`src/rtl/watermelon_flight_ctrl_if.sv`:
```
// Interface bundling the sprite sequencer's control inputs and anchor outputs.
//   frame_tick, start, start_x, slice_req : from frame timing / slash detection
//   leftX_watermelon, topY_watermelon     : sprite anchor to the renderers
//   sliced, visible                       : renderer select / blanking
//   busy, score_pulse, miss_pulse         : status and game-logic events
// slave  modport: the flight controller.
// master modport: whatever drives the requests and consumes the outputs.
interface watermelon_flight_ctrl_if;
    logic       frame_tick;
    logic       start;
    logic [6:0] start_x;
    logic       slice_req;
    logic [6:0] leftX_watermelon;
    logic [5:0] topY_watermelon;
    logic       sliced;
    logic       visible;
    logic       busy;
    logic       score_pulse;
    logic       miss_pulse;

    modport slave (
        input  frame_tick, start, start_x, slice_req,
        output leftX_watermelon, topY_watermelon, sliced, visible,
               busy, score_pulse, miss_pulse
    );

    modport master (
        output frame_tick, start, start_x, slice_req,
        input  leftX_watermelon, topY_watermelon, sliced, visible,
               busy, score_pulse, miss_pulse
    );
endinterface

```
`src/rtl/watermelon_flight_ctrl.sv`:
```
// Frame-rate flight sequencer for one watermelon sprite on a 96x64 OLED.
// Launches the sprite from the bottom edge, rises to the apex, holds, falls,
// and despawns; a slash hit diverts it into a faster sliced fall. Emits a
// one-cycle score_pulse (sliced despawn) or miss_pulse (unsliced despawn).
// Ports:
//   CLOCK : system clock
//   RESET : synchronous, active-high reset
//   bus   : watermelon_flight_ctrl_if.slave (requests in, anchor/status out)
// All outputs are registered.
// Optional feature macro: WMELON_AUTO_RELAUNCH_EN -- when defined, IDLE
// counts frame_ticks after each despawn and relaunches after RELAUNCH_GAP.
module watermelon_flight_ctrl #(
    parameter int RISE_STEP    = 2,
    parameter int FALL_STEP    = 2,
    parameter int SLICE_STEP   = 3,
    parameter int APEX_Y       = 3,
    parameter int BOTTOM_Y     = 63,
    parameter int APEX_HOLD    = 8,
    parameter int X_STEP       = 1,
    parameter int X_MAX        = 40,
    parameter int RELAUNCH_GAP = 16
) (
    input logic                    CLOCK,
    input logic                    RESET,
    watermelon_flight_ctrl_if.slave bus
);
    localparam int HOLD_W = $clog2(APEX_HOLD + 1);

    typedef enum logic [2:0] {S_IDLE, S_RISE, S_HOLD, S_FALL, S_SLICED} state_e;

    state_e              state_q, state_d;
    logic [6:0]          leftx_q, leftx_d;
    logic [5:0]          topy_q, topy_d;
    logic                sliced_q, sliced_d;
    logic                visible_q, visible_d;
    logic                busy_q, busy_d;
    logic                score_q, score_d;
    logic                miss_q, miss_d;
    logic [HOLD_W-1:0]   hold_q, hold_d;

`ifdef WMELON_AUTO_RELAUNCH_EN
    localparam int GAP_W = $clog2(RELAUNCH_GAP + 1);
    logic [GAP_W-1:0]    gap_q, gap_d;
    // armed only after a despawn, so the first launch after reset needs start
    logic                armed_q, armed_d;
    logic                auto_go;
    assign auto_go = armed_q && bus.frame_tick && (gap_q == GAP_W'(RELAUNCH_GAP - 1));
`endif

    logic                launch;
    logic [6:0]          x_sum, x_next, x_launch;
    logic signed [6:0]   y_sub;
    logic [6:0]          y_fsum, y_ssum;
    logic [5:0]          y_rise, y_fall, y_slc;
    logic                in_flight, slice_go, cut_move;

    // leftX never exceeds X_MAX, so the 7-bit sum cannot wrap
    assign x_sum    = leftx_q + 7'(X_STEP);
    assign x_next   = (x_sum > 7'(X_MAX)) ? 7'(X_MAX) : x_sum;
    assign x_launch = (bus.start_x > 7'(X_MAX)) ? 7'(X_MAX) : bus.start_x;

    // rise is evaluated signed so an overshoot below zero still clamps to apex
    assign y_sub  = $signed({1'b0, topy_q} - 7'(RISE_STEP));
    assign y_rise = (y_sub < $signed(7'(APEX_Y))) ? 6'(APEX_Y) : y_sub[5:0];
    assign y_fsum = {1'b0, topy_q} + 7'(FALL_STEP);
    assign y_fall = (y_fsum > 7'(BOTTOM_Y)) ? 6'(BOTTOM_Y) : y_fsum[5:0];
    assign y_ssum = {1'b0, topy_q} + 7'(SLICE_STEP);
    assign y_slc  = (y_ssum > 7'(BOTTOM_Y)) ? 6'(BOTTOM_Y) : y_ssum[5:0];

    assign in_flight = (state_q == S_RISE) || (state_q == S_HOLD) || (state_q == S_FALL);
    assign slice_go  = in_flight && bus.slice_req;
    // a tick coinciding with the slash already uses the sliced trajectory
    assign cut_move  = bus.frame_tick && (slice_go || (state_q == S_SLICED));

`ifdef WMELON_AUTO_RELAUNCH_EN
    assign launch = bus.start || auto_go;
`else
    assign launch = bus.start;
`endif

    always_comb begin
        state_d   = state_q;
        leftx_d   = leftx_q;
        topy_d    = topy_q;
        sliced_d  = sliced_q;
        visible_d = visible_q;
        hold_d    = hold_q;
        score_d   = 1'b0;
        miss_d    = 1'b0;
`ifdef WMELON_AUTO_RELAUNCH_EN
        gap_d     = gap_q;
        armed_d   = armed_q;
`endif

        case (state_q)
            S_IDLE: begin
                if (launch) begin
                    leftx_d   = x_launch;
                    topy_d    = 6'(BOTTOM_Y);
                    sliced_d  = 1'b0;
                    visible_d = 1'b1;
                    state_d   = S_RISE;
`ifdef WMELON_AUTO_RELAUNCH_EN
                    gap_d     = '0;
                    armed_d   = 1'b0;
                end else if (armed_q && bus.frame_tick) begin
                    gap_d     = gap_q + GAP_W'(1);
`endif
                end
            end
            S_RISE: begin
                if (!slice_go && bus.frame_tick) begin
                    topy_d  = y_rise;
                    leftx_d = x_next;
                    if (y_rise == 6'(APEX_Y)) begin
                        hold_d  = HOLD_W'(APEX_HOLD);
                        state_d = S_HOLD;
                    end
                end
            end
            S_HOLD: begin
                if (!slice_go && bus.frame_tick) begin
                    hold_d = hold_q - HOLD_W'(1);
                    if (hold_q == HOLD_W'(1)) state_d = S_FALL;
                end
            end
            S_FALL: begin
                if (!slice_go && bus.frame_tick) begin
                    topy_d  = y_fall;
                    leftx_d = x_next;
                    if (y_fall == 6'(BOTTOM_Y)) begin
                        miss_d    = 1'b1;
                        visible_d = 1'b0;
                        state_d   = S_IDLE;
                    end
                end
            end
            default: ;
        endcase

        if (slice_go) begin
            state_d  = S_SLICED;
            sliced_d = 1'b1;
        end

        if (cut_move) begin
            topy_d  = y_slc;
            leftx_d = x_next;
            if (y_slc == 6'(BOTTOM_Y)) begin
                score_d   = 1'b1;
                visible_d = 1'b0;
                sliced_d  = 1'b0;
                state_d   = S_IDLE;
            end
        end

`ifdef WMELON_AUTO_RELAUNCH_EN
        if (score_d || miss_d) begin
            armed_d = 1'b1;
            gap_d   = '0;
        end
`endif

        busy_d = (state_d != S_IDLE);
    end

    always_ff @(posedge CLOCK) begin
        if (RESET) begin
            state_q   <= S_IDLE;
            leftx_q   <= '0;
            topy_q    <= 6'(BOTTOM_Y);
            sliced_q  <= 1'b0;
            visible_q <= 1'b0;
            busy_q    <= 1'b0;
            score_q   <= 1'b0;
            miss_q    <= 1'b0;
            hold_q    <= '0;
`ifdef WMELON_AUTO_RELAUNCH_EN
            gap_q     <= '0;
            armed_q   <= 1'b0;
`endif
        end else begin
            state_q   <= state_d;
            leftx_q   <= leftx_d;
            topy_q    <= topy_d;
            sliced_q  <= sliced_d;
            visible_q <= visible_d;
            busy_q    <= busy_d;
            score_q   <= score_d;
            miss_q    <= miss_d;
            hold_q    <= hold_d;
`ifdef WMELON_AUTO_RELAUNCH_EN
            gap_q     <= gap_d;
            armed_q   <= armed_d;
`endif
        end
    end

    assign bus.leftX_watermelon = leftx_q;
    assign bus.topY_watermelon  = topy_q;
    assign bus.sliced           = sliced_q;
    assign bus.visible          = visible_q;
    assign bus.busy             = busy_q;
    assign bus.score_pulse      = score_q;
    assign bus.miss_pulse       = miss_q;
endmodule

```
`src/flat_wrapper.sv`:
```
// flat-port wrapper written by rule: the top's interface ports become plain ports
module watermelon_flight_ctrl_flat 
#(
    parameter int RISE_STEP    = 2,
    parameter int FALL_STEP    = 2,
    parameter int SLICE_STEP   = 3,
    parameter int APEX_Y       = 3,
    parameter int BOTTOM_Y     = 63,
    parameter int APEX_HOLD    = 8,
    parameter int X_STEP       = 1,
    parameter int X_MAX        = 40,
    parameter int RELAUNCH_GAP = 16
)
  (CLOCK, RESET, bus_frame_tick, bus_start, bus_start_x, bus_slice_req, bus_leftX_watermelon, bus_topY_watermelon, bus_sliced, bus_visible, bus_busy, bus_score_pulse, bus_miss_pulse);
  watermelon_flight_ctrl_if bus_i ();
  input logic CLOCK;
  input logic RESET;
  input wire logic [$bits(bus_i.frame_tick)-1:0] bus_frame_tick;
  input wire logic [$bits(bus_i.start)-1:0] bus_start;
  input wire logic [$bits(bus_i.start_x)-1:0] bus_start_x;
  input wire logic [$bits(bus_i.slice_req)-1:0] bus_slice_req;
  output wire logic [$bits(bus_i.leftX_watermelon)-1:0] bus_leftX_watermelon;
  output wire logic [$bits(bus_i.topY_watermelon)-1:0] bus_topY_watermelon;
  output wire logic [$bits(bus_i.sliced)-1:0] bus_sliced;
  output wire logic [$bits(bus_i.visible)-1:0] bus_visible;
  output wire logic [$bits(bus_i.busy)-1:0] bus_busy;
  output wire logic [$bits(bus_i.score_pulse)-1:0] bus_score_pulse;
  output wire logic [$bits(bus_i.miss_pulse)-1:0] bus_miss_pulse;
  assign bus_i.frame_tick = bus_frame_tick;
  assign bus_i.start = bus_start;
  assign bus_i.start_x = bus_start_x;
  assign bus_i.slice_req = bus_slice_req;
  assign bus_leftX_watermelon = bus_i.leftX_watermelon;
  assign bus_topY_watermelon = bus_i.topY_watermelon;
  assign bus_sliced = bus_i.sliced;
  assign bus_visible = bus_i.visible;
  assign bus_busy = bus_i.busy;
  assign bus_score_pulse = bus_i.score_pulse;
  assign bus_miss_pulse = bus_i.miss_pulse;
  watermelon_flight_ctrl #(.RISE_STEP(RISE_STEP), .FALL_STEP(FALL_STEP), .SLICE_STEP(SLICE_STEP), .APEX_Y(APEX_Y), .BOTTOM_Y(BOTTOM_Y), .APEX_HOLD(APEX_HOLD), .X_STEP(X_STEP), .X_MAX(X_MAX), .RELAUNCH_GAP(RELAUNCH_GAP)) u_core (.CLOCK(CLOCK), .RESET(RESET), .bus(bus_i));
endmodule
```
`config.mk`:
```
export PLATFORM = sky130hd
export DESIGN_NAME = watermelon_flight_ctrl_flat
export DESIGN_NICKNAME = d
export VERILOG_FILES = /design/src/rtl/watermelon_flight_ctrl_if.sv /design/src/rtl/watermelon_flight_ctrl.sv /design/src/flat_wrapper.sv
export SDC_FILE = /design/constraint.sdc
export NUM_CORES = 1
export LEC_CHECK = 0
export CORE_AREA = 2 2 73 75
export CTS_CLUSTER_SIZE = 14
export DETAILED_ROUTE_END_ITERATION = 10
export DIE_AREA = 0 0 75 77
export GPL_TIMING_DRIVEN = 0
export PLACE_DENSITY = 0.77
export SYNTH_ARGS = -nofsm -noshare
export SYNTH_HDL_FRONTEND = slang
export SYNTH_SLANG_ARGS = --single-unit
```
`constraint.sdc`:
```
create_clock -name CLOCK -period 3.5 [get_ports CLOCK]
set_input_delay 1.05 -clock CLOCK [delete_from_list [all_inputs] [get_ports CLOCK]]
set_output_delay 1.05 -clock CLOCK [all_outputs]
set_load 0.02 [all_outputs]
```
; Word-level counts from Yosys, hierarchy flattened
; Cells that the tools add are included.
; W data, S select, Z words.
[totals]
regBits = 25
output_inout_bits = 18
wordCells = 97
[classes]
addsub = 5
n_lt_le_gt_ge = 5
eq_ne = 15
muxes = 42
bitwise_logic = 3
n_reduce_logical = 18
[ops]
columns = op, n
row1 = $mux W6, 7
row2 = $mux W7, 5
row3 = $mux W3, 10
row4 = $gt A7 B6 Y1 const B, 4
row5 = $pmux W6 S3, 1
row6 = $add A6 B2 Y7 const B, 2
row7 = $pmux W7 S2, 1
row8 = $eq A6 B6 Y1 const B, 2
row9 = $mux W1, 12
row10 = $mux W4, 3
row11 = $pmux W3 S4, 1
row12 = $ne A3 B2 Y1 const B, 3
row13 = $pmux W4 S2, 1
row14 = $reduce_and A4 Y1, 2
row15 = $add A7 B1 Y7 const B, 1
row16 = $lt A7 B3 Y1 const B, 1
row17 = $sub A6 B2 Y7 const B, 1
row18 = $eq A3 B2 Y1 const B, 2
row19 = $eq A6 B2 Y1 const B, 1
row20 = $ne A2 B2 Y1 const B, 3
row21 = $reduce_bool A3 Y1, 2
row22 = $eq A4 B1 Y1 const B, 1
row23 = $reduce_bool A4 Y1, 1
row24 = $reduce_or A2 Y1, 2
row25 = 13 further kinds, 19

; Longest topological paths before layout
; Gate-level depths: netlist of the first run.
[logic_depth]
depth_word = 12
depth_mapped = 9
mapped_depth_nobuf = 8

; Least setup slack after synthesis of the first run
; OpenSTA, ideal clock, no wires.
[synth_path]
path_kind = input to register
from = in bus_frame_tick
to = reg u_core.topy_q[2] (netlist: u_core.bus.topY_watermelon[2])
setup_ps = 131
t_arrival_ps = 2455
slack_ps = 915
cell_stages = 7
n_path_buf = 2
cell_sequence = clkdlybuf4s15_2 > or2b_2 > o22ai_1 > clkbuf_1 > o21ai_0 > a21oi_1 > o211ai_1
[synth_via]
elab_chain_cells = 3
[synth_rtl]
columns = element, line
row1 = start: declaration, flat_wrapper.sv:18  ; input wire logic [$bits(bus_i.frame_tick)-1:0] bus_frame_tick;
row2 = $logic_and A1 B1 Y1 (on tied branches), "watermelon_flight_ctrl.sv:112, watermelon_flight_ctrl.sv:128, watermelon_flight_ctrl.sv:73"
row3 = $ne A3 B2 Y1 (no line) or $reduce_bool A4 Y1 (tied branches), n/a
row4 = $reduce_and A4 Y1 (no line), n/a
row5 = end signal: assignment, watermelon_flight_ctrl.sv:171  ; topy_q <= 6'(BOTTOM_Y);
row6 = end signal: assignment, watermelon_flight_ctrl.sv:185  ; topy_q <= topy_d;
row7 = end: declaration, watermelon_flight_ctrl.sv:33  ; logic [5:0] topy_q, topy_d;
; Several ways; a longest one is shown, not always the timed one.
; A chain may end at the register's enable or synchronous reset.

; Worst setup path after layout of the first run
[layout_path]
from = in bus_slice_req
to = reg u_core.topy_q[2] (netlist: u_core.bus.topY_watermelon[2])
[layout_via]
elab_chain_cells = 5
[layout_rtl]
columns = element, line
row1 = start: declaration, flat_wrapper.sv:21  ; input wire logic [$bits(bus_i.slice_req)-1:0] bus_slice_req;
row2 = $logic_and A1 B1 Y1 (*), watermelon_flight_ctrl.sv:71  ; assign slice_go = in_flight && bus.slice_req;
row3 = $logic_not A1 Y1 or $logic_or A1 B1 Y1 (tied branches), "watermelon_flight_ctrl.sv:112, watermelon_flight_ctrl.sv:128, watermelon_flight_ctrl.sv:73"
row4 = $logic_and A1 B1 Y1 (on tied branches), "watermelon_flight_ctrl.sv:112, watermelon_flight_ctrl.sv:128, watermelon_flight_ctrl.sv:73"
row5 = $ne A3 B2 Y1 (no line) or $reduce_bool A4 Y1 (tied branches), n/a
row6 = $reduce_and A4 Y1 (no line), n/a
; Every way passes the cells marked *; elsewhere a longest branch is shown, timed or not.

==> results of run 1 <==
==> final timing paths <==
check	endpoint	slack, ns
max reg2reg	u_core.hold_q[1]	0.97
max	u_core.bus.topY_watermelon[2]	0.64
min reg2reg	u_core.bus.visible	0.48
min	u_core.bus.visible	0.48
==> metal layers <==
layer / GRT usage, % / part of all wire (%) / up-vias
met1: 29.6 / 44 / 1084
met4: 6.07 / 2.4 / 0
met2: 32.2 / 45 / 123
met3: 2.50 / 8.0 / 20
met5: 0 / 0 / -
li1: - / - / 1122
==> power breakdown <==
part | switching, mW | leakage [nW] | internal [mW] | total, mW
clock network | 0.0967 | 0.0255 | 0.0799 | 0.177
registers | 0.0305 | 0.204 | 0.309 | 0.340
logic | 0.252 | 0.739 | 0.184 | 0.435
==> logic make-up after synthesis <==
| logic type | after synthesis | synth area share [%] |
|---|---|---|
| xor gates and xnor gates | 5 | 2.00 |
| muxes | 4 | 1.89 |
| adders and majority gates | 9 | 5.14 |
| buffers and inverters | 31 | 10.1 |
| DFF | 25 | 22.9 |
| and+or+nand+nor | 107 | 26.8 |
| AOI/OAI and AO/OA | 99 | 31.2 |
==> registers in the layout, indices dropped and copies added (netlist names) <==
register                     cells
u_core.bus.busy                  1
u_core.bus.leftX_watermelon      7
u_core.bus.miss_pulse            1
u_core.bus.score_pulse           1
u_core.bus.sliced                1
u_core.bus.topY_watermelon       6
u_core.bus.visible               1
u_core.hold_q                    4
u_core.state_q                   3
==> cell type report <==
class	instances	area, um2
fillers	480	2380
clock inverters	1	5.00
repair buffers	27	270
flip-flops and latches	25	500
inverters	11	41.3
clock buffers	3	41.3
well taps	70	87.6
plain buffers	20	180
multi-input cells	224	1470
==> worst max-delay path: cells and delay by family <==
| family | cells | cell delay, ns |
|---|---|---|
| compound gates | 5 | 0.96 |
| buf+inv | 2 | 1.00 |
==> through the flow <==
| step | cells | hold slack [ns] | utilization, % | total power [mW] | worst slack, ns |
|---|---|---|---|---|---|
| after floorplan | 280 | 0.461 | - | 0.643 | 0.915 |
| after global placement | 377 | 0.467 | 51.2 | 0.766 | 0.429 |
| after detailed placement | 377 | 0.462 | 51.2 | 0.770 | 0.389 |
| after CTS | 381 | 0.491 | 52.1 | 0.947 | 0.690 |
| after global routing | 381 | 0.541 | 52.1 | 1.01 | 0.430 |
| final | 381 | 0.485 | 52.1 | 0.952 | 0.639 |
==> synthesized netlist by cell type, types with 3 or more instances <==
cell and count:
a211o_1 3, a211oi_1 3, a21oi_1 22, a221oi_1 4, a31oi_1 6, and2_2 3
and3_1 4, clkbuf_1 9, clkbuf_8 7, dfxtp_1 25, ha_1 9, inv_1 11
mux2i_1 3, nand2_1 18, nand2b_1 3, nand3_1 11, nand4_1 3, nand4b_1 3
nor2_1 20, nor2b_1 8, nor3_1 13, nor3b_1 5, o211ai_1 5, o21a_1 3
o21ai_0 17, o21ai_1 3, o31ai_1 3, xnor2_1 3
==> qor.csv, run 1 <==
metric,value,unit
status,finished clean,
most frequent cells in the layout,"clkdlybuf4s50_1 (27), dfxtp_1 (25), a21oi_1 (22)",
final setup fails,0,
Detailed Place HPWL,4380,um
clk root buf,clkbuf_8,
first-pass GRT wire length,9790,um
Crit Path Class,input pin to register,
Pwr per Cell Area,367,nW/um2
Overall Global Routing Usage,20.7,%
Netlist cell types,71,
Placer Congestion,0.902,
number of remaining DRC errors,0,
Critical Path Source,bus_slice_req,
Synth-to-Final Area Change,18.5,%
fin crit share,81.7,%
async set-reset flop share out of synthesis,0,%
"Net Count, Synth",301,
total core area,4980,um2
cts bufs inserted,3,
via count,2349,
Nets,333,
"commonest non-fill, non-tap cell in the layout",clkdlybuf4s50_1,
pin count of the biggest net entering global routing,15,
WL final,5970,um
Die X-Extent,75,um
f_max,0.350,GHz
vias per std cell,6.17,
Hold Crit Class,register to register,
critical path launch point type,input pin,
unrepaired setup endpoints after global routing,no,
CTS tree,yes,
Critical Path AT,3.02,ns
Wirelength per Cell,15.7,um
Synth Area per Inst,7.82,um2
VDD IR max,0.223,mV
register area share after synthesis,22.9,%
crit path time final,2.86,ns
DP Area,2550,um2
Least-Margin Pin Slew,0.527,ns
Max stage delay on crit path,0.61,ns
initial antenna violation count,0,
MaxCap Viol Count,0,
Worst Min Path Start,u_core.bus.visible,
Synth Flop Type,dfxtp_1,
Core Rows,26,
First DRT Iteration DRCs,303,
final hold viol count,0,
Post-CTS Setup Inserts,0,
"Clk Latency, worst-skew pair",0.28,ns
R2R Path Start,u_core.bus.topY_watermelon[1],
Final TNS setup,0,ns
clock-pin transition on the worst setup and hold timing paths,0.09,ns
worst clock skew,0.00858,ns
number of synthesized flops with an enable pin,0,
Die Y,77,um
share of layout cells above drive strength 1,9.00,%
CTS H-tree depth,1,
post-synth top area cell,dfxtp_1,
1st-pass router iterations,5,
clk sinks,25,
GRT overflow,0,
IO Port Bufs,27,
io pins,30,
Detail Route Antenna Nets,0,
crit-path max FO,10,
Hold Path Cell Cnt,2,
CP endpoint kind,register,
diode count,0,
post-route design area,2590,um2
leakage,0.969,nW
"Slowest-stage cell, CP",clkdlybuf4s50_1,
synthesized flop and latch total,25,
synth top area cells,"dfxtp_1 (23%), ha_1 (5.1%), a21oi_1 (5.0%)",
crit-path most repeated cell,a21oi_1,
max-slew violation count,0,
worst path cell trace,clkdlybuf4s50_1 > a21oi_1 > o22ai_1 > clkbuf_1 > o21ai_0 > a21oi_1 > o211ai_1,
Starting Density,44.0,%
Post-Syn Area,2190,um2
post-synth top area share,22.9,%
slew margin rel.,64.9,%
worst reg2reg path depth,8,
DIE AREA,5780,um2
CTS Hold Bufs,0,
Synth warnings,0,
Syn Inst Count,280,
"Req. time, crit path",3.66,ns
Clock Path Buffers,2,
vias in the first global route,2068,
Post-CTS Resized,0,
No activity file was read; power rests on OpenSTA's default activity.
==> run 2, diff against run 1 <==
--- a/config.mk
+++ b/config.mk
@@ -10,7 +10,7 @@
 export DETAILED_ROUTE_END_ITERATION = 10
 export DIE_AREA = 0 0 75 77
 export GPL_TIMING_DRIVEN = 0
-export PLACE_DENSITY = 0.77
+export PLACE_DENSITY = 0.8
 export SYNTH_ARGS = -nofsm -noshare
 export SYNTH_HDL_FRONTEND = slang
 export SYNTH_SLANG_ARGS = --single-unit
==> constraint.sdc (replaced) <==
create_clock -name CLOCK -period 2.4 [get_ports CLOCK]
set_input_delay 0.72 -clock CLOCK [delete_from_list [all_inputs] [get_ports CLOCK]]
set_output_delay 0.72 -clock CLOCK [all_outputs]
set_load 0.02 [all_outputs]
==> run 2 against run 1 <==
Against the previous run: global-route usage is 0.28 points higher; sequential power up 46%; clock-buffer cell count stayed put; clock power is 50% higher; critical path depth up 2; flip-flop and latch count stayed put; combinational power rose by 54%; power increased by 50%; critical endpoint is now u_core.bus.visible; largest cell class unchanged.
==> qor.csv, run 2 (same netlist as run 1, synthesis figures left out) <==
metric,value,unit,change
status,finished clean,,
clk sinks,25,,unchanged
crit-path max FO,10,,unchanged
GRT overflow,0,,unchanged
Clock Path Buffers,2,,unchanged
Hold Crit Class,register to register,,
Pwr per Cell Area,537,nW/um2,+46%
crit path time final,2.36,ns,
Synth-to-Final Area Change,21.8,%,
r2r setup slk,0.04,ns,-0.93 ns
vias in the first global route,2134,,+3.2%
Critical Path Source,u_core.bus.topY_watermelon[1],,
worst reg2reg path depth,9,,+1
final setup fails,0,,unchanged
Worst Min Path Start,u_core.bus.visible,,
IO Port Bufs,27,,unchanged
First DRT Iteration DRCs,246,,-19%
post-route design area,2670,um2,+2.8%
CTS tree,yes,,
number of remaining DRC errors,0,,unchanged
Crit Path Class,register to register,,
Wirelength per Cell,15.7,um,+0.39%
MaxCap Viol Count,0,,unchanged
worst r2r dst,u_core.bus.visible,,
worst clock skew,0.0133,ns,+0.00469 ns
first-pass GRT wire length,9910,um,+1.2%
Max stage delay on crit path,0.36,ns,-0.25 ns
total core area,4980,um2,unchanged
clock-pin transition on the worst setup and hold timing paths,0.10,ns,about the same
unrepaired setup endpoints after global routing,yes,,
Overall Global Routing Usage,21.0,%,+0.28 points
most frequent cells in the layout,"clkdlybuf4s50_1 (26), dfxtp_1 (23), a21oi_1 (21)",,
fin crit share,98.2,%,
DIE AREA,5780,um2,unchanged
Detail Route Antenna Nets,0,,unchanged
R2R Path Start,u_core.bus.topY_watermelon[1],,
vias per std cell,6.02,,-2.4%
Critical Path Sink,u_core.bus.visible,,
via count,2304,,-1.9%
pin count of the biggest net entering global routing,16,,+1
worst path cell trace,buf_6 > clkinvlp_4 > ha_4 > and3b_2 > a2bb2oi_1 > o21ai_0 > nand3_1 > nor2_1 > a2111oi_1,,
Critical Path AT,2.52,ns,-0.50 ns
max-slew violation count,0,,unchanged
"Slowest-stage cell, CP",dfxtp_2,,
Detailed Place HPWL,4330,um,-1.0%
worst setup margin,0.0432,ns,-0.596 ns
"commonest non-fill, non-tap cell in the layout",clkdlybuf4s50_1,,
f_max,0.424,GHz,
Least-Margin Pin Slew,0.500,ns,-0.0265 ns
cts bufs inserted,3,,unchanged
slew margin rel.,66.5,%,+1.6 points
"Clk Latency, worst-skew pair",0.28,ns,about the same
final hold viol count,0,,unchanged
clk root buf,clkbuf_8,,
Final TNS setup,0,ns,unchanged
Place WS,-0.355,ns,-0.744 ns
max reg flops,7,,unchanged
Die X-Extent,75,um,unchanged
DP Area,2550,um2,unchanged
diode count,0,,unchanged
CTS H-tree depth,1,,unchanged
Die Y,77,um,unchanged
share of layout cells above drive strength 1,13.7,%,+4.7 points
initial antenna violation count,0,,unchanged
VDD IR max,0.334,mV,+50%
Core Rows,26,,unchanged
leakage,0.982,nW,+1.4%
total power,1.43,mW,+50%
CP endpoint kind,register,,
WL final,6030,um,+0.92%
Starting Density,44.0,%,unchanged
critical path launch point type,register,,
1st-pass router iterations,5,,unchanged
Placer Congestion,0.947,,+5.0%
Nets,335,,+0.60%
"Req. time, crit path",2.56,ns,-1.10 ns
io pins,30,,unchanged
[run 2: cell types whose count changed in the layout (fill, tap and decap cells not counted), sizes merged]
cell / before / now
inv: 11 / 10
dlymetal6s2s: 0 / 1
clkinv: 1 / 0
clkinvlp: 0 / 2
clkdlybuf4s50: 27 / 26
buf: 3 / 5
[run 2: area by class of cell]
type | count | area, um2
Buffer | 20 | 181
Clock inverter | 1 | 7.51
Tap cell | 70 | 87.6
Sequential cell | 25 | 503
Timing Repair Buffer | 29 | 288
Inverter | 11 | 45.0
Clock buffer | 3 | 41.3
Multi-Input combinational cell | 224 | 1510
Fill cell | 488 | 2310
[run 2: per-stage QoR]
stage	util [%]	std cells	hold WS (ns)
global placement	51.2	377	0.469
CTS	52.4	381	0.490
finish	53.6	383	0.473
detailed placement	51.2	377	0.468
floorplan	-	280	0.461
global route	53.6	383	0.492
[run 2: how the worst min path moves through the flow]
| stage | to | depth (start not counted) |
|---|---|---|
| 2_1_floorplan | u_core.hold_q[0] | 2 |
| 3_3_place_gp | u_core.bus.visible | 2 |
| 3_5_place_dp | u_core.bus.visible | 2 |
| 4_1_cts | u_core.bus.visible | 2 |
| 5_1_grt | u_core.bus.visible | 2 |
| 6_report | u_core.bus.visible | 2 |
[run 2: worst max-delay path: cells and delay by family (launching register included)]
kind | cells | cell delay (ns)
fa+ha+maj | 1 | 0.31
flops | 1 | 0.36
buf+inv | 2 | 0.34
simple gates | 3 | 0.49
compound gates | 3 | 0.73
[run 2: power breakdown]
part	internal, mW	switching [mW]	leakage [nW]	total (mW)
sequential	0.452	0.0431	0.203	0.495
clock	0.118	0.148	0.0217	0.266
combinational	0.287	0.383	0.757	0.670
total	0.857	0.574	0.982	1.43
[run 2: routing by layer]
metal / global-route usage, % / routed length, um / vias to the layer above
li1: - / - / 1130
met1: 30.2 / 2850 / 1080
met2: 32.4 / 2770 / 84
met3: 2.63 / 316 / 10
met4: 6.25 / 88 / 0
met5: 0 / 0 / -
[run 2: timing repair]
| item | 4_1_cts | 5_1_grt |
|---|---|---|
| hold buffers | 0 | 0 |
| hold endpoints to repair | 0 | 0 |
| gates cloned | 0 | 0 |
| endpoints found under the setup margin | 7 | 19 |
| gates resized for setup | 3 | 13 |
| setup buffers | 0 | 2 |
| pin swaps | 0 | 4 |
==> run 3, diff against run 2 <==
--- a/config.mk
+++ b/config.mk
@@ -5,12 +5,13 @@
 export SDC_FILE = /design/constraint.sdc
 export NUM_CORES = 1
 export LEC_CHECK = 0
-export CORE_AREA = 2 2 73 75
-export CTS_CLUSTER_SIZE = 14
+export CORE_AREA = 4 4 75 77
+export CTS_CLUSTER_SIZE = 8
 export DETAILED_ROUTE_END_ITERATION = 10
-export DIE_AREA = 0 0 75 77
+export DIE_AREA = 0 0 79 81
 export GPL_TIMING_DRIVEN = 0
 export PLACE_DENSITY = 0.8
+export SETUP_SLACK_MARGIN = 0.4
 export SYNTH_ARGS = -nofsm -noshare
 export SYNTH_HDL_FRONTEND = slang
 export SYNTH_SLANG_ARGS = --single-unit
==> run 3 against run 2 <==
Against the previous run: power is 9.5% higher; non-clock buffer count is 21 higher; clock-buffer cell count unchanged; worst hold slack better by 0.0033 ns; global-route usage down 1.5 points; core utilization grew 7.6 points; clock skew fell by 0.011 ns; die area rose by 11%; cell count up 5.5%; setup slack better by 0.23 ns.
==> qor.csv, run 3 (same netlist as run 1, synthesis figures left out) <==
metric,value,unit,change
hold slack final,0.476,ns,+0.00331 ns
CTS tree,yes,,
cts bufs inserted,3,,unchanged
R2R Path Start,u_core.bus.topY_watermelon[1],,
First DRT Iteration DRCs,313,,+27%
Synth-to-Final Area Change,40.1,%,
DIE AREA,6400,um2,+11%
Placer Congestion,0.956,,+0.98%
DP Area,2590,um2,+1.7%
VDD IR max,0.557,mV,+67%
critical path launch point type,register,,
CP endpoint kind,register,,
pin count of the biggest net entering global routing,15,,-1
Nets,356,,+6.3%
final cell count without fillers,404,,+5.5%
final setup fails,0,,unchanged
io pins,30,,unchanged
Detail Route Antenna Nets,0,,unchanged
total power,1.57,mW,+9.5%
post-route design area,3070,um2,+15%
Core Rows,26,,unchanged
leakage,1.18,nW,+20%
clk root buf,clkbuf_8,,
most frequent cells in the layout,"buf_4 (24), dfxtp_1 (20), nand2_1 (18), nor2_1 (18), a21oi_1 (17)",,
Overall Global Routing Usage,19.5,%,-1.5 points
r2r setup slk,0.27,ns,+0.23 ns
fin crit share,88.7,%,-9.5 points
crit path time final,2.13,ns,-0.227 ns
"commonest non-fill, non-tap cell in the layout",buf_4,,
Pwr per Cell Area,511,nW/um2,-4.8%
"Req. time, crit path",2.56,ns,about the same
worst clock skew,0.00259,ns,-0.0107 ns
max reg flops,7,,unchanged
worst reg2reg path depth,7,,-2
via count,2488,,+8.0%
diode count,0,,unchanged
Final TNS setup,0,ns,unchanged
Crit Path Class,register to register,,
clk sinks,25,,unchanged
IO Port Bufs,27,,unchanged
vias in the first global route,2176,,+2.0%
CTS H-tree depth,1,,unchanged
MaxCap Viol Count,0,,unchanged
Critical Path Sink,u_core.bus.topY_watermelon[0],,
vias per std cell,6.16,,+2.4%
1st-pass router iterations,5,,unchanged
total core area,5010,um2,+0.65%
GRT overflow,0,,unchanged
share of layout cells above drive strength 1,30.8,%,+17 points
Starting Density,43.7,%,-0.29 points
unrepaired setup endpoints after global routing,yes,,
first-pass GRT wire length,10300,um,+4.0%
f_max,0.470,GHz,+11%
Detailed Place HPWL,4370,um,+0.90%
status,finished clean,,
Wirelength per Cell,16.4,um,+4.5%
worst r2r dst,u_core.bus.topY_watermelon[0],,
slew margin rel.,57.6,%,-8.9 points
Clock Path Buffers,2,,unchanged
Hold Crit Class,register to register,,
Hold Path Cell Cnt,2,,unchanged
initial antenna violation count,0,,unchanged
final hold viol count,0,,unchanged
Critical Path Source,u_core.bus.topY_watermelon[1],,
crit-path max FO,4,,-6
Placed Instances,377,,unchanged
Die X-Extent,79,um,+5.3%
CTS Hold Bufs,0,,unchanged
number of remaining DRC errors,0,,unchanged
clock-pin transition on the worst setup and hold timing paths,0.09,ns,about the same
Least-Margin Pin Slew,0.636,ns,+0.136 ns
fillers,443,,-9.2%
Critical Path AT,2.29,ns,-0.23 ns
max-slew violation count,0,,unchanged
"Clk Latency, worst-skew pair",0.26,ns,-0.02 ns
Die Y,81,um,+5.2%
WL final,6640,um,+10%
run 3: cell count changes in the layout (fill, tap and decap cells not counted), moves of 5 or more:
cell             previous run  this run
clkdlybuf4s50_1            26        10
dlymetal6s2s_1              1         6
nor3_1                     13         8
clkbuf_1                    8         2
dlygate4sd2_1               0        10
buf_4                       3        24
run 3: per-layer routing:
layer | part of all wire (%) | global-route usage [%] | routed length [um] | vias up
li1 | - | - | - | 1170
met1 | 43 | 26.4 | 2840 | 1179
met2 | 49 | 33.3 | 3230 | 120
met3 | 6.4 | 2.55 | 426 | 19
met4 | 2.1 | 3.95 | 137 | 0
met5 | 0 | 0 | 0 | -
run 3: through the flow:
stage / worst slack (ns) / utilization [%]
after floorplan: 0.345 / -
after global placement: -0.386 / 51.7
after detailed placement: -0.397 / 51.7
after CTS: 0.312 / 57.1
after global routing: 0.229 / 61.2
final: 0.271 / 61.2
run 3: final cells by class:
class,instances,area [um2],area share [%]
multi-input combinational,224,1710,55.8
sequential,25,514,16.8
timing repair buffer,50,440,14.4
buffer,20,205,6.69
tap,70,87.6,2.85
inverter,11,61.3,2.00
clock buffer,3,41.3,1.35
clock inverter,1,5.00,0.163
run 3: how the worst min path moves through the flow:
stage	start	end	slack [ns]
floorplan	u_core.hold_q[0]	u_core.hold_q[0]	0.46
global placement	u_core.bus.visible	u_core.bus.visible	0.47
detailed placement	u_core.bus.visible	u_core.bus.visible	0.47
CTS	u_core.bus.visible	u_core.bus.visible	0.48
global route	u_core.bus.visible	u_core.bus.visible	0.50
finish	u_core.bus.visible	u_core.bus.visible	0.48
run 3: worst max-delay path, stage by stage (launching register included):
cell	delay [ns]
dfxtp_4	0.36
buf_8	0.13
or4_4	0.51
and2_4	0.16
a311o_1	0.27
a211oi_2	0.30
nor3_1	0.08
a211o_1	0.22
run 3: what timing repair did:
action | in CTS | in global routing
gates resized for setup | 43 | 51
setup buffers | 15 | 8
setup endpoints to repair | 33 | 26
pin swaps | 15 | 28
run 3: where the power goes:
group / total [mW] / switching, mW / leakage (nW) / internal [mW]
logic: 0.824 / 0.454 / 0.946 / 0.369
registers: 0.495 / 0.0424 / 0.205 / 0.452
clock network: 0.249 / 0.133 / 0.0255 / 0.116
total: 1.57 / 0.630 / 1.18 / 0.938
